$ cat config.mk
export PLATFORM = sky130hd
export DESIGN_NAME = mac_norm_pack_pipe
export DESIGN_NICKNAME = d
export VERILOG_FILES = /design/src/rtl/mac_norm_pack_pipe.sv
export SDC_FILE = /design/constraint.sdc
export NUM_CORES = 1
export LEC_CHECK = 0
export ABC_AREA = 1
export BUFFER_PORTS_ARGS = -buffer_cell sky130_fd_sc_hd__buf_2
export CORE_ASPECT_RATIO = 1.25
export CORE_MARGIN = 2
export CORE_UTILIZATION = 25
export DETAILED_ROUTE_END_ITERATION = 7
export GPL_TIMING_DRIVEN = 0
export MAX_ROUTING_LAYER = met4
export PLACE_DENSITY = 0.48
export SLEW_MARGIN = 25
export SYNTH_ARGS = -nofsm -noshare
export SYNTH_HDL_FRONTEND = slang
export SYNTH_SLANG_ARGS = --single-unit
$ cat constraint.sdc
create_clock -name clk -period 4.5 [get_ports clk]
set_input_delay 0.675 -clock clk [delete_from_list [all_inputs] [get_ports clk]]
set_output_delay 0.675 -clock clk [all_outputs]
set_load 0.05 [all_outputs]
$ cat src/rtl/mac_norm_pack_pipe.sv
// Two-stage valid/ready normalise-and-pack stage: MAC significand + exponent parts -> {sign, exp, man}.
// Optional round-to-nearest-even when MAC_NORM_RNE_EN is defined; truncation otherwise.
module mac_norm_pack_pipe #(
  parameter int EXP_W      = 5,
  parameter int MAN_W      = 10,
  parameter int GUARD_W    = 2,
  parameter int MAXE_W     = 6,
  parameter int DIFF_W     = 5,
  parameter int Q_W        = 5,
  parameter int EXP_OFFSET = 9,
  parameter int SATURATE   = 0
) (
  input  logic                       clk,
  input  logic                       rst_n,
  input  logic                       in_valid,
  output logic                       in_ready,
  input  logic [MAN_W+GUARD_W:0]     norm_sum,
  input  logic [DIFF_W-1:0]          signed_exp_diff,
  input  logic                       exp_carry,
  input  logic                       sign,
  input  logic [MAXE_W-1:0]          max_exp,
  input  logic [Q_W-1:0]             q_frac,
  output logic                       out_valid,
  input  logic                       out_ready,
  output logic [EXP_W+MAN_W:0]       mac_out,
  output logic                       oflow,
  output logic                       uflow,
  input  logic                       clr_flags,
  output logic                       oflow_sticky,
  output logic                       uflow_sticky
);

  localparam int SUM_W  = MAN_W + 1 + GUARD_W;
  localparam int MAG_W  = EXP_W + MAN_W;
  localparam int MX1_W  = (MAXE_W > DIFF_W) ? MAXE_W : DIFF_W;
  localparam int CALC_W = ((MX1_W > Q_W) ? MX1_W : Q_W) + 3;
  localparam int EXT_W  = SUM_W + MAN_W + 2;
  localparam int SH_MAX = MAN_W + 2;
  localparam int SH_W   = $clog2(SH_MAX + 1);

  localparam logic signed [CALC_W-1:0] OFFSET_C = CALC_W'(EXP_OFFSET);
  localparam logic signed [CALC_W-1:0] EXP_TOP  = CALC_W'((1 << EXP_W) - 1);
  localparam logic signed [CALC_W-1:0] ONE_C    = CALC_W'(1);
  localparam logic signed [CALC_W-1:0] SH_MAX_C = CALC_W'(SH_MAX);

  // ---------------------------------------------------------------------------
  // Flow control
  // ---------------------------------------------------------------------------
  logic s1_valid;
  logic s2_load;
  logic s1_advance;

  assign s2_load    = !out_valid || out_ready;
  assign s1_advance = s2_load;
  assign in_ready   = !s1_valid || s1_advance;

  // ---------------------------------------------------------------------------
  // Stage 1: biased exponent and classification
  // ---------------------------------------------------------------------------
  logic signed [CALC_W-1:0] final_exp;
  logic                     in_zero;
  logic                     in_ovf;
  logic                     in_sub;

  always_comb begin
    final_exp = CALC_W'(max_exp) + CALC_W'(signed'(signed_exp_diff)) + CALC_W'(exp_carry)
              - OFFSET_C - CALC_W'(q_frac);
    in_zero   = (norm_sum == '0);
    in_ovf    = (final_exp >= EXP_TOP);
    in_sub    = (final_exp < ONE_C);
  end

  logic [SUM_W-1:0]         s1_sum;
  logic signed [CALC_W-1:0] s1_exp;
  logic                     s1_sign;
  logic                     s1_zero;
  logic                     s1_ovf;
  logic                     s1_sub;

  // NOTE: datapath registers are reset as well so every output is 0 out of reset,
  // not just the valids; NOTE: state is assigned with <= so all flops update together.
  always_ff @(posedge clk or negedge rst_n) begin
    if (!rst_n) begin
      s1_valid <= 1'b0;
      s1_sum   <= '0;
      s1_exp   <= '0;
      s1_sign  <= 1'b0;
      s1_zero  <= 1'b0;
      s1_ovf   <= 1'b0;
      s1_sub   <= 1'b0;
    end else begin
      if (in_ready) s1_valid <= in_valid;
      if (in_valid && in_ready) begin
        s1_sum  <= norm_sum;
        s1_exp  <= final_exp;
        s1_sign <= sign;
        s1_zero <= in_zero;
        s1_ovf  <= in_ovf;
        s1_sub  <= in_sub;
      end
    end
  end

  // ---------------------------------------------------------------------------
  // Stage 2: denormalise, round, pack
  // ---------------------------------------------------------------------------
  logic signed [CALC_W-1:0] sub_shift;
  logic [SH_W-1:0]          shamt;
  logic [EXT_W-2:0]         ext;
  logic [MAN_W-1:0]         man_t;
  logic [EXP_W-1:0]         exp_t;
  logic                     guard;
  logic                     sticky;
  logic                     round_up;
  logic [MAG_W:0]           mag;
  logic                     rnd_ovf;
  logic [EXP_W+MAN_W:0]     res;
  logic                     res_oflow;
  logic                     res_uflow;

  // NOTE: every always_comb output gets a default first so no path leaves it unassigned (no latch).
  always_comb begin
    shamt     = '0;
    res       = '0;
    res_oflow = 1'b0;
    res_uflow = 1'b0;

    sub_shift = ONE_C - s1_exp;
    if (s1_sub) begin
      if (sub_shift > SH_MAX_C) shamt = SH_W'(SH_MAX);
      else                      shamt = sub_shift[SH_W-1:0];
    end

    // Hidden-bit position is dropped by the cast; below it sit man, guard, then sticky bits.
    ext    = (EXT_W-1)'({s1_sum, {(MAN_W+2){1'b0}}} >> shamt);
    man_t  = ext[EXT_W-2 -: MAN_W];
    guard  = ext[EXT_W-MAN_W-2];
    sticky = |ext[EXT_W-MAN_W-3:0];
    exp_t  = s1_sub ? '0 : s1_exp[EXP_W-1:0];

`ifdef MAC_NORM_RNE_EN
    round_up = guard && (sticky || man_t[0]);
`else
    round_up = 1'b0;
`endif

    // Rounding carries straight from man into exp by treating {exp, man} as one integer.
    mag     = {1'b0, exp_t, man_t} + (MAG_W+1)'(round_up);
    rnd_ovf = mag[MAG_W] || (&mag[MAG_W-1:MAN_W]);

    if (s1_zero) begin
      res = {s1_sign, {MAG_W{1'b0}}};
    end else if (s1_ovf || rnd_ovf) begin
      res_oflow = 1'b1;
      if (SATURATE != 0) res = {s1_sign, {(EXP_W-1){1'b1}}, 1'b0, {MAN_W{1'b1}}};
      else               res = {s1_sign, {EXP_W{1'b1}}, {MAN_W{1'b0}}};
    end else begin
      res       = {s1_sign, mag[MAG_W-1:0]};
      res_uflow = s1_sub && (guard || sticky);
    end
  end

  always_ff @(posedge clk or negedge rst_n) begin
    if (!rst_n) begin
      out_valid <= 1'b0;
      mac_out   <= '0;
      oflow     <= 1'b0;
      uflow     <= 1'b0;
    end else if (s2_load) begin
      out_valid <= s1_valid;
      if (s1_valid) begin
        mac_out <= res;
        oflow   <= res_oflow;
        uflow   <= res_uflow;
      end
    end
  end

  // ---------------------------------------------------------------------------
  // Sticky exception flags: set on output handshake, clear has priority
  // ---------------------------------------------------------------------------
  always_ff @(posedge clk or negedge rst_n) begin
    if (!rst_n) begin
      oflow_sticky <= 1'b0;
      uflow_sticky <= 1'b0;
    end else if (clr_flags) begin
      oflow_sticky <= 1'b0;
      uflow_sticky <= 1'b0;
    end else if (out_valid && out_ready) begin
      oflow_sticky <= oflow_sticky || oflow;
      uflow_sticky <= uflow_sticky || uflow;
    end
  end

endmodule

## Word level (Yosys, flattened, before mapping)

Cells that the tools add are included.

- Bits in writable memories: 0
- Memories kept: 0
- ROM bits: 0
- Input bits: 36
- Output and inout bits: 22
- Word-level logic and storage cells: 51
- Latch bits: 0
- Flip-flop bits (word level): 48

- Muxes and demuxes: 13
- Divide/modulo/power cells: 0
- Add/sub/neg operators: 5
- Reduce and logical (&&, ||, !) cells: 16
- Equal/unequal tests: 0
- Shifts and indexed selects: 1
- Bitwise operators: 0
- $mul: 0
- Magnitude comparators: 3

Operators with widths:

| kind | number |
|---|---|
| 2-to-1 mux 15 bit | 2 |
| right shift 25 x 4 -> 24 bit | 1 |
| logical NOT 13 bit | 1 |
| OR reduction 13 bit | 1 |
| adder 8 x 2 -> 9 bit | 1 |
| greater-or-equal comparator 9 x 6 -> 1 bit, second input constant | 1 |
| greater-than comparator 9 x 5 -> 1 bit, second input constant | 1 |
| less-than comparator 9 x 2 -> 1 bit, second input constant | 1 |
| subtractor 2 x 9 -> 9 bit, first input constant | 1 |
| subtractor 9 x 4 -> 9 bit, second input constant | 1 |
| subtractor 9 x 5 -> 9 bit | 1 |
| adder 7 x 5 -> 8 bit | 1 |
| 2-to-1 mux 1 bit | 8 |
| 2-to-1 mux 4 bit | 2 |
| logical OR 1 bit | 6 |
| 2-to-1 mux 5 bit | 1 |
| AND reduction 5 bit | 1 |
| logical AND 1 bit | 3 |
| logical NOT 1 bit | 2 |
| AND reduction 2 bit | 1 |
| nonzero test 2 bit | 1 |

## Logic depth before layout (Yosys ltp)

- Depth after elaboration: 10
- Depth in mapped cells: 22
- Depth with buffers taken out: 21

## Least setup slack after synthesis

No wires, ideal clock.

- Path kind: input to register
- Start: input port signed_exp_diff[2]
- End: register s1_ovf
- Slack: 1388 ps
- Stages: 16
- Buffers on the path: 0
- Arrival time: 3030 ps
- Setup time: 82 ps
- Data required time: 4418 ps
- Cell sequence: inv_1 -> fa_1 -> fa_1 -> inv_1 -> ha_1 -> a21oi_1 -> and2_1 -> inv_1 -> a21oi_1 -> inv_1 -> a21oi_1 -> xor2_1 -> inv_1 -> nand2_1 -> a21oi_1 -> o22ai_1

- Longest elaborated chain between the ends: 5

Ends and longest elaborated chain:

| item | RTL line | text |
|---|---|---|
| start, declared | 18 | `input logic [DIFF_W-1:0] signed_exp_diff,` |
| adder 7 x 5 -> 8 bit | 66 | `final_exp = CALC_W'(max_exp) + CALC_W'(signed'(signed_exp_diff)) + CALC_W'(exp_carry)` |
| adder 8 x 2 -> 9 bit | 66 |  |
| subtractor 9 x 4 -> 9 bit | 67 | `- OFFSET_C - CALC_W'(q_frac);` |
| subtractor 9 x 5 -> 9 bit | 67 |  |
| greater-or-equal comparator 9 x 6 -> 1 bit | 69 | `in_ovf = (final_exp >= EXP_TOP);` |
| end signal, assigned | 98 | `s1_ovf <= in_ovf;` |
| end, declared | 77 | `logic s1_ovf;` |

No other way between the ends.
A chain may end at the register's enable or synchronous reset.

## Worst setup path after layout

- Start: input port signed_exp_diff[2]
- End: register s1_sub

- Longest elaborated chain between the ends: 5

Ends and longest elaborated chain:

| item | RTL line | text |
|---|---|---|
| adder 7 x 5 -> 8 bit | 66 |  |
| adder 8 x 2 -> 9 bit | 66 |  |
| subtractor 9 x 4 -> 9 bit | 67 |  |
| subtractor 9 x 5 -> 9 bit | 67 |  |
| less-than comparator 9 x 2 -> 1 bit | 70 | `in_sub = (final_exp < ONE_C);` |
| end signal, assigned | 99 | `s1_sub <= in_sub;` |
| end, declared | 78 | `logic s1_sub;` |

No other way between the ends.

==> flow_metrics.tcl <==
set metrics [dict create \
    fp.dieH_um 132 \
    grt_start_max_net_pins 49 \
    timing.slew.headroom_pct 59.2 \
    cts.path.max_buffers 2 \
    crit_top_cell "sky130_fd_sc_hd__inv_1" \
    rsz0062_at_grt "false" \
    core_area_mm2 0.0127 \
    cts-resized-gates 0 \
    antenna_found_initial 0 \
    multi_input_comb_area_mm2 0.00171 \
    postSynth.asyncResetShare_pct 100 \
    synth_area_mm2 0.00326 \
    die_w_um 106 \
    wl_per_cell_um 12.1 \
    ioPinCount 58 \
    worstSetupEndpointType "flip-flop" \
    detail_route.wirelength_mm 8.18 \
    post-cts-setup-buffer-count 0 \
    ff_latch_area_mm2 0.00120 \
    post-synth-top-area-fraction_pct 36.9 \
    hold_fix_buffers_at_cts 0 \
    max_cap_violations 0 \
    via_count 2989 \
    firstDrtPassIters 4 \
    status "finished, final reports clean" \
    syn_inst 445 \
    fin_nets 566 \
    crit_path_cell_trace "buf_2 > inv_1 > fa_1 > fa_1 > inv_1 > ha_1 > a21oi_1 > and2_1 > inv_1 > a21oi_1 > inv_1 > a21oi_1 > xor2_1 > inv_1 > nand4_1 > a22oi_1" \
    place.gp.congestion 0.823 \
    syn_nets 502 \
    pwr-share-clk_pct 17.2 \
    swShare_pct 48.8 \
    cp_num_buf_inv 6 \
    clock.fmax_mhz 325 \
    cp-start-kind "input pin" \
    hold_slack_ns 0.385 \
    drcViolationCount 0 \
    critical_path.top_delay_family "adder cells" \
    cts-root-buf "sky130_fd_sc_hd__clkbuf_16" \
    min-delay-path-class "in2async" \
    synth_top_cell_by_area "sky130_fd_sc_hd__dfrtp_1" \
    synth_top_cells_by_count "sky130_fd_sc_hd__nand2_1 (135), sky130_fd_sc_hd__inv_1 (66), sky130_fd_sc_hd__nand3_1 (51), sky130_fd_sc_hd__dfrtp_1 (48), sky130_fd_sc_hd__o21ai_0 (28)" \
    power_frac_comb_pct 53.2 \
    drc_marker_count_from_the_first_detailed_route_iteration 123 \
    initial_core_util_pct 25.6 \
    seq_power_share_pct 29.6 \
    synthDistinctLibCells 35 \
    transition_time_of_the_tightest_slew_check_pin_ns 0.612 \
    worstReg2RegStart "s1_exp[2]$_DFFE_PN0P_" \
    post_route_cells_drive_above_1_share_pct 17.8 \
    numPortBuffers 57 \
    fin_ws_ns 1.42 \
    tritoncts.num_buffers 5 \
    critPathSlowestCell "sky130_fd_sc_hd__fa_1" \
    n_fill_cell 1416 \
    seq_area_frac_synth_pct 36.9 \
    final_antenna_net_count 0 \
    gr-usage-all-layers_pct 12.5 \
    worst_ep_arrival_time_ns 3.23 \
    timing.critical_path.required_ns 4.65 \
    synth_area_per_cell_um2 7.32 \
    static-leakage-power_nw 2.15 \
    overflow 0 \
    clock-skew-final_ns 0.00624 \
    fin_crit_sh_pct 68.4 \
    dieArea_mm2 0.0140 \
    final.min_clock_period_ns 3.08 \
    ys_top_cells_by_area "sky130_fd_sc_hd__dfrtp_1 (37%), sky130_fd_sc_hd__nand2_1 (16%), sky130_fd_sc_hd__nand3_1 (7.8%)" \
    ys.warnings.count 0 \
    total_power_consumption_mw 2.16 \
    finalHoldViolations 0 \
    slowest_delay_ns 0.49 \
    worst-path-max-fanout 4 \
    area_growth_syn_to_layout_pct 19.6 \
    place_hpwl_mm 6.68 \
    floorplan.rows 46 \
    first_global_vias 2884 \
    synth-main-ff-cell "sky130_fd_sc_hd__dfrtp_1" \
    clock_insertion_delay_worst_skew_ns 0.29 \
    power.density_mw_per_mm2 554 \
    total_switching_power_mw 1.06 \
    pre_cts_ws_ns 1.09 \
    synth-edff-count 0 \
    ys_seq_elements 48 \
    cts_tree "built" \
    n_antenna_cell 0 \
    timing.final.setup_violations 0 \
    p_int_mw 1.11 \
    count_leader_synth "sky130_fd_sc_hd__nand2_1" \
    vdd.ir_drop.worst_uv 206 \
    routed_via_density 4.41 \
    htreeDepth 2 \
    cts.sinks 48 \
    clk_transition_reported_paths_ns 0.07 \
    path_class "in2reg" \
    final.setup.tns_ns 0 \
    grt_first_pass_wirelength_mm 13.7 \
    timing_max_transition_violations_final 0 \
    timing.critical_path.from "signed_exp_diff[2]" \
]
==> kinds of logic after synthesis <==
family,share of synthesized area (%)
AND/OR/NAND/NOR,32.2
buffers and inverters,10.8
AO/OA/AOI/OAI,9.37
flip-flops,36.9
adder cells (fa/ha/maj),9.44
XOR/XNOR,1.34
==> routing by layer <==
| layer | vias to the layer above | global-route usage, % | part of all wire [%] |
|---|---|---|---|
| met5 | - | - | 0 |
| li1 | 1548 | - | - |
| met1 | 1354 | 15.2 | 45 |
| met2 | 76 | 20.6 | 48 |
| met4 | 0 | 4.68 | 2.2 |
| met3 | 11 | 2.48 | 4.6 |
==> final cells by class <==
class / count / area share (%)
clock inverters: 1 / 0.225
multi-input cells: 314 / 43.8
well taps: 168 / 5.39
inverters: 69 / 6.64
plain buffers: 14 / 2.37
flip-flops and latches: 48 / 30.8
repair buffers: 57 / 7.38
clock buffers: 7 / 3.40
==> cell usage in the layout, fill, tap and decap left out <==
cell type	count
sky130_fd_sc_hd__o21bai_1	2
sky130_fd_sc_hd__clkbuf_2	1
sky130_fd_sc_hd__nand2_4	2
sky130_fd_sc_hd__nand2_1	135
sky130_fd_sc_hd__clkbuf_1	8
sky130_fd_sc_hd__xnor2_1	1
sky130_fd_sc_hd__buf_4	3
sky130_fd_sc_hd__nor2_2	3
sky130_fd_sc_hd__a21o_1	1
sky130_fd_sc_hd__o31a_1	1
sky130_fd_sc_hd__buf_6	4
sky130_fd_sc_hd__o21ai_1	1
sky130_fd_sc_hd__clkinv_4	1
sky130_fd_sc_hd__a21oi_1	12
sky130_fd_sc_hd__buf_2	57
sky130_fd_sc_hd__inv_1	66
sky130_fd_sc_hd__nand3_1	51
sky130_fd_sc_hd__nor4_1	4
sky130_fd_sc_hd__nand4_2	1
sky130_fd_sc_hd__clkbuf_16	5
sky130_fd_sc_hd__inv_2	3
sky130_fd_sc_hd__a32o_1	4
sky130_fd_sc_hd__xor2_1	4
sky130_fd_sc_hd__nand4_1	6
sky130_fd_sc_hd__nand2_2	7
sky130_fd_sc_hd__fa_1	6
sky130_fd_sc_hd__nand3_2	2
sky130_fd_sc_hd__and2_1	1
sky130_fd_sc_hd__o21ai_0	28
sky130_fd_sc_hd__dfrtp_1	48
sky130_fd_sc_hd__o22ai_1	1
sky130_fd_sc_hd__nor2_4	1
sky130_fd_sc_hd__nand3b_2	1
sky130_fd_sc_hd__nor2_1	21
sky130_fd_sc_hd__o31ai_1	1
sky130_fd_sc_hd__ha_1	15
sky130_fd_sc_hd__a22oi_1	2
==> power groups by stage <==
stage	clock [mW]	combinational, mW	sequential [mW]
6_report	0.371	1.15	0.641
5_1_grt	0.400	1.29	0.660
4_1_cts	0.383	1.16	0.642
3_5_place_dp	0	1.16	0.650
3_3_place_gp	0	1.15	0.646
2_1_floorplan	0	0.653	0.875
==> final timing paths <==
check | endpoint | slack (ns) | cells past startpoint
worst max register to register | uflow$_DFFE_PN0P_ | 1.81 | 18
worst min register to register | mac_out[15]$_DFFE_PN0P_ | 0.48 | 2
min in group clk | mac_out[15]$_DFFE_PN0P_ | 0.48 | 2
max in group asynchronous | s1_sum[9]$_DFFE_PN0P_ | 3.69 | 1
worst max-delay path | s1_sub$_DFFE_PN0P_ | 1.42 | 16
worst min-delay path | mac_out[3]$_DFFE_PN0P_ | 0.38 | 1
==> sequential cells by signal, indices dropped and copies added, names as in the netlist <==
name          cells
mac_out          16
s1_sum           13
s1_exp            9
oflow             1
oflow_sticky      1
out_valid         1
s1_ovf            1
s1_sign           1
s1_sub            1
s1_valid          1
s1_zero           1
uflow             1
uflow_sticky      1
==> through the flow <==
step / instances / utilization (%) / instance area [um2]
floorplan: 445 / - / 3260
finish: 678 / 30.7 / 3900
global route: 678 / 30.7 / 3900
detailed placement: 670 / 29.5 / 3760
CTS: 678 / 30.7 / 3900
global placement: 670 / 29.5 / 3750
Power figures use the tool's default switching activity.
